--- config.mk ---
export PLATFORM = sky130hd
export DESIGN_NAME = lvt_mp_ram
export DESIGN_NICKNAME = d
export VERILOG_FILES = /design/src/rtl/lvt_mp_ram.sv
export SDC_FILE = /design/constraint.sdc
export NUM_CORES = 1
export LEC_CHECK = 0
export BUFFER_PORTS_ARGS = -buffer_cell sky130_fd_sc_hd__buf_4
export CAP_MARGIN = 20
export CORE_MARGIN = 1
export CORE_UTILIZATION = 45
export DETAILED_ROUTE_END_ITERATION = 10
export GPL_ROUTABILITY_DRIVEN = 1
export PLACE_DENSITY = 0.71
export SLEW_MARGIN = 20
export SYNTH_ARGS = -nofsm -noshare
export SYNTH_HDL_FRONTEND = slang
export SYNTH_SLANG_ARGS = --single-unit
--- constraint.sdc ---
create_clock -name clk -period 4 [get_ports clk]
set_clock_uncertainty 0.05 [all_clocks]
set_input_delay 0.2 -clock clk [delete_from_list [all_inputs] [get_ports clk]]
set_output_delay 0.2 -clock clk [all_outputs]
set_load 0.005 [all_outputs]
--- src/rtl/lvt_mp_ram.sv ---
// Multi-port RAM built from NUM_WR x NUM_RD single-writer/single-reader banks plus a
// live value table that steers each read port to the bank written last for its address.
module lvt_mp_ram #(
    parameter int DATA_WIDTH = 8,
    parameter int ADDR_WIDTH = 5,
    parameter int NUM_WR     = 2,
    parameter int NUM_RD     = 2,
    parameter bit RDW_NEW    = 1'b0
) (
    input  logic                         clk,
    input  logic                         reset,
    input  logic [NUM_WR-1:0]            wr_en,
    input  logic [NUM_WR*ADDR_WIDTH-1:0] wr_addr,
    input  logic [NUM_WR*DATA_WIDTH-1:0] wr_data,
    input  logic [NUM_RD-1:0]            rd_en,
    input  logic [NUM_RD*ADDR_WIDTH-1:0] rd_addr,
    output logic [NUM_RD*DATA_WIDTH-1:0] rd_data,
    output logic [NUM_RD-1:0]            rd_valid,
    output logic                         ready,
    output logic                         wr_conflict
);

    localparam int DEPTH = 2 ** ADDR_WIDTH;
    localparam int LVT_W = (NUM_WR > 1) ? $clog2(NUM_WR) : 1;

    typedef enum logic {
        ST_INIT,
        ST_RUN
    } state_t;

    state_t                         state_q, state_d;
    logic [ADDR_WIDTH-1:0]          cnt_q, cnt_d;
    logic                           ready_q, ready_d;
    logic [NUM_RD-1:0]              rd_valid_q, rd_valid_d;
    logic [NUM_RD*DATA_WIDTH-1:0]   rd_data_q, rd_data_d;
    logic                           wr_conflict_q, wr_conflict_d;

    logic [DATA_WIDTH-1:0]          bank_mem [NUM_WR][NUM_RD][DEPTH];
    logic [LVT_W-1:0]               lvt_mem [DEPTH];

    logic [NUM_WR-1:0]              port_we;
    logic [NUM_WR-1:0]              lvt_we;
    logic [ADDR_WIDTH-1:0]          port_addr [NUM_WR];
    logic [DATA_WIDTH-1:0]          port_data [NUM_WR];
    logic [LVT_W-1:0]               lvt_wval [NUM_WR];
    logic [ADDR_WIDTH-1:0]          rd_addr_s [NUM_RD];
    logic [DATA_WIDTH-1:0]          rd_word [NUM_RD];

    // The init sweep borrows every write port to clear one address per cycle; in RUN
    // only the lowest-index port among those sharing an address may claim the LVT entry.
    always_comb begin : write_ports
        port_we = '0;
        lvt_we  = '0;
        for (int w = 0; w < NUM_WR; w++) begin
            port_addr[w] = wr_addr[w*ADDR_WIDTH +: ADDR_WIDTH];
            port_data[w] = wr_data[w*DATA_WIDTH +: DATA_WIDTH];
            lvt_wval[w]  = LVT_W'(w);
        end
        if (!reset && state_q == ST_INIT) begin
            for (int w = 0; w < NUM_WR; w++) begin
                port_we[w]   = 1'b1;
                port_addr[w] = cnt_q;
                port_data[w] = '0;
                lvt_wval[w]  = '0;
            end
            lvt_we[0] = 1'b1;
        end else if (!reset && ready_q) begin
            port_we = wr_en;
            for (int w = 0; w < NUM_WR; w++) begin
                lvt_we[w] = wr_en[w];
                for (int v = 0; v < w; v++) begin
                    if (wr_en[v] && port_addr[v] == port_addr[w]) begin
                        lvt_we[w] = 1'b0;
                    end
                end
            end
        end
    end

    always_comb begin : read_ports
        for (int r = 0; r < NUM_RD; r++) begin
            rd_addr_s[r] = rd_addr[r*ADDR_WIDTH +: ADDR_WIDTH];
            rd_word[r]   = bank_mem[lvt_mem[rd_addr_s[r]]][r][rd_addr_s[r]];
            if (RDW_NEW) begin
                for (int w = 0; w < NUM_WR; w++) begin
                    if (lvt_we[w] && port_addr[w] == rd_addr_s[r]) begin
                        rd_word[r] = port_data[w];
                    end
                end
            end
        end
    end

    always_comb begin : control
        state_d       = state_q;
        cnt_d         = cnt_q;
        ready_d       = (state_q == ST_RUN);
        wr_conflict_d = 1'b0;
        rd_valid_d    = '0;
        rd_data_d     = rd_data_q;
        if (state_q == ST_INIT) begin
            cnt_d = cnt_q + ADDR_WIDTH'(1);
            if (cnt_q == ADDR_WIDTH'(DEPTH - 1)) begin
                state_d = ST_RUN;
            end
        end
        // A port that wrote but lost its LVT claim collided with a lower-index port.
        if (ready_q) begin
            wr_conflict_d = |(port_we & ~lvt_we);
            rd_valid_d    = rd_en;
            for (int r = 0; r < NUM_RD; r++) begin
                if (rd_en[r]) begin
                    rd_data_d[r*DATA_WIDTH +: DATA_WIDTH] = rd_word[r];
                end
            end
        end
    end

    always_ff @(posedge clk) begin : regs
        if (reset) begin
            state_q       <= ST_INIT;
            cnt_q         <= '0;
            ready_q       <= 1'b0;
            rd_valid_q    <= '0;
            rd_data_q     <= '0;
            wr_conflict_q <= 1'b0;
        end else begin
            state_q       <= state_d;
            cnt_q         <= cnt_d;
            ready_q       <= ready_d;
            rd_valid_q    <= rd_valid_d;
            rd_data_q     <= rd_data_d;
            wr_conflict_q <= wr_conflict_d;
        end
    end

    always_ff @(posedge clk) begin : memories
        for (int w = 0; w < NUM_WR; w++) begin
            if (port_we[w]) begin
                for (int r = 0; r < NUM_RD; r++) begin
                    bank_mem[w][r][port_addr[w]] <= port_data[w];
                end
            end
            if (lvt_we[w]) begin
                lvt_mem[port_addr[w]] <= lvt_wval[w];
            end
        end
    end

    assign rd_data     = rd_data_q;
    assign rd_valid    = rd_valid_q;
    assign ready       = ready_q;
    assign wr_conflict = wr_conflict_q;

endmodule

==> results.md <==
* Max Cap Viol at 0
* Unrepaired setup endpoints after global routing: no
* Layout cell share with drive strength beyond 1 at 17.2%
* Drt first-iter violations at 3240
* CTS tree: yes
* Wire length per cell at 30.1 um
* Inserted Clock Buffers at 59
* Total Nets Final at 2298
* Critical-path cell list: mux2i_1, a22oi_1, nand4b_1, nand4_1, buf_12, buf_12, mux2i_1, o22ai_1, o41ai_1, nor4_1, buf_4, a211o_1
* Hpwl dp at 62500 um
* Clock Latency Late Sink at 0.65 ns
* Die X at 252 um
* Slew Limit Fails at 0
* Die area at 63500 um2
* Setup Viol. Count Final at 0
* H-tree Lvls at 2
* Least-Margin Pin Slew at 0.992 ns
* Clk pin slew, worst setup/hold paths at 0.07 ns
* Sequential area share after synthesis at 59.9%
* Ys async rst share at 0%
* Min cycle time layout at 3.66 ns
* Worst EP arrival at 4.15 ns
* First-pass GRT wire length at 137000 um
* Total power at 13900 uW
* Slew headroom at 33.0%
* Max incr delay on CP at 0.93 ns
* Slowest stage cell, crit path: o41ai_1
* Input/output buffers at 61
* Power Dens Cells at 431 nW/um2
* Cts repair resizes at 0
* Vias in the first global route at 20.4k
* Synth Area per Inst at 13.1 um2
* Gr ovfl total at 0
* Setup TNS at 0 ns
* Synth Flop Type: edfxtp_1
* Final hold viol count at 0
* # rows at 91
* Initial antenna violation count at 3
* Routed Wire Length at 94500 um
* I/O pin count at 62
* Leakage at 0.0111 uW
* Remaining antenna violation count at 0
* Status: finished clean
* Die span in y at 252 um
* Area grow syn2layout at 14.1%
* Peak VDD IR at 0.000335 V
* Clk sinks at 570
* Number of synthesized register bits at 570
* # DRC at 0
* Family with the most delay on the worst path: compound AO/OA/AOI/OAI gates
* Max Fclk at 0.273 GHz
* Largest net degree at the start of global routing at 67
* Worst EP required at 4.48 ns
* DR vias at 20.7k
* DRT Pass-1 Iters at 6
* Crit. End Element: flop
* Starting density of the core at 45.6%
* Mapped Cells at 2147
* Avg Vias per Cell at 6.58
* Synth Cell Area at 28100 um2
* Critical path type: reg -> reg
* Total GRT Usage at 29.6%
* Hold Buf Count CTS at 4
* CP startpoint kind: flop
* WP buf/inv at 3
* Hold Crit Class: in -> reg
* Post-synth EDFFs at 544
* Hold Slack at 0.113 ns
* Fin crit share at 91.5%
* Critical Path Fanout Max at 43
* Syn Nets at 2191
* Core Box Area at 61700 um2
* Synth cell types at 56
* Max Root-Sink Buffers at 3
* Syn. warnings at 0
* Post-CTS Setup Bufs at 0
* Root Driver: clkbuf_16
* Routability congestion estimate at 0.978
Yosys cell counts, drive strengths merged, types with 23 or more instances:
cell / n / share of area [%]
a211oi: 29 / 0.77
a21oi: 56 / 1.0
a22oi: 45 / 1.2
and2: 26 / 0.58
buf: 70 / 1.4
clkbuf: 92 / 1.2
dfxtp: 26 / 1.9
edfxtp: 544 / 58
mux2: 38 / 1.5
mux2i: 354 / 13
mux4: 56 / 4.5
nand2: 161 / 2.1
nor2: 252 / 3.4
nor3: 24 / 0.43
o211ai: 42 / 1.1
o221ai: 23 / 0.72
o22ai: 102 / 2.3
tightest hold or removal path, stage by stage:
cell and delay (ns):
buf_4 0.09, a311o_1 0.24, and4b_1 0.23
routing by layer:
metal / wire (um) / track usage, % / share of wire [%]
met5: 13 / 0 / 0.014
met4: 5150 / 14.3 / 5.4
met3: 11900 / 6.22 / 13
met2: 42400 / 45.7 / 45
met1: 35100 / 40.0 / 37
layout by cell type (no fill, tap or decap), drive strengths merged, types with 5 or more instances in the layout:
| master | instances |
|---|---|
| buf | 204 |
| nand2b | 15 |
| a31oi | 7 |
| nor4 | 22 |
| bufinv | 6 |
| dfxtp | 26 |
| o21ai | 21 |
| o21bai | 14 |
| clkbuf | 79 |
| and2 | 26 |
| or3 | 9 |
| o2111ai | 9 |
| edfxtp | 544 |
| nor3b | 14 |
| clkinv | 19 |
| mux2i | 354 |
| a32oi | 8 |
| mux4 | 56 |
| o211ai | 42 |
| o22ai | 102 |
| and3 | 7 |
| o2bb2ai | 7 |
| xor2 | 5 |
| nand2 | 161 |
| a211oi | 29 |
| nor2 | 252 |
| nor2b | 8 |
| or2 | 5 |
| a22oi | 45 |
| mux2 | 38 |
| inv | 6 |
| o221ai | 23 |
| or4 | 15 |
| nor3 | 24 |
| a21oi | 56 |
| a211o | 10 |
where the power goes:
group	internal, uW	switching (uW)
Clock	3160	2390
Combinational	638	1060
Sequential	6580	24.8
cell type report:
class                           instances  area (um2)
Antenna cell                            1        2.50
Clock buffer                           79        1580
Clock inverter                         32         332
Fill cell                            5225       29600
Inverter                                3        11.3
Multi-Input combinational cell       1412       10500
Sequential cell                       570       16900
Tap cell                              837        1050
Timing Repair Buffer                  208        1760
sequential cells by signal (all words and copies together), names as in the netlist:
register	flops
bank_mem	512
cnt_q	5
lvt_mem	32
rd_data	16
rd_valid	2
ready	1
ready_d	1
wr_conflict	1
worst paths after layout:
check,startpoint,to,slack [ns],cells after the start
worst max register to register,lvt_mem[22],rd_data[7],0.34,12
worst min-delay path,wr_en[0],wr_conflict,0.11,3
worst min register to register,cnt_q[0],cnt_q[0],0.52,2
worst max-delay path,lvt_mem[22],rd_data[7],0.34,12
metrics by stage:
stage	area (um2)	utilization, %	cells	setup WS [ns]
after global routing	32100	52.0	3141	0.212
after CTS	32100	52.0	3141	0.341
after floorplan	28100	-	2147	1.07
final	32100	52.0	3142	0.339
after global placement	30200	48.9	3026	0.327
after detailed placement	30200	48.9	3026	0.261
cell families (layout without fill, tap and decap cells):
kind of cell	Yosys count	in the layout	share of synthesized area, %
compound gates	380	380	9.25
xor+xnor	7	7	0.218
fa+ha+maj	2	2	0.0889
buf+inv	165	322	2.70
flops	570	570	59.9
mux	448	448	18.6
other cells	0	1	0
simple gates	575	575	9.21
(Power assumes the default switching activity.)
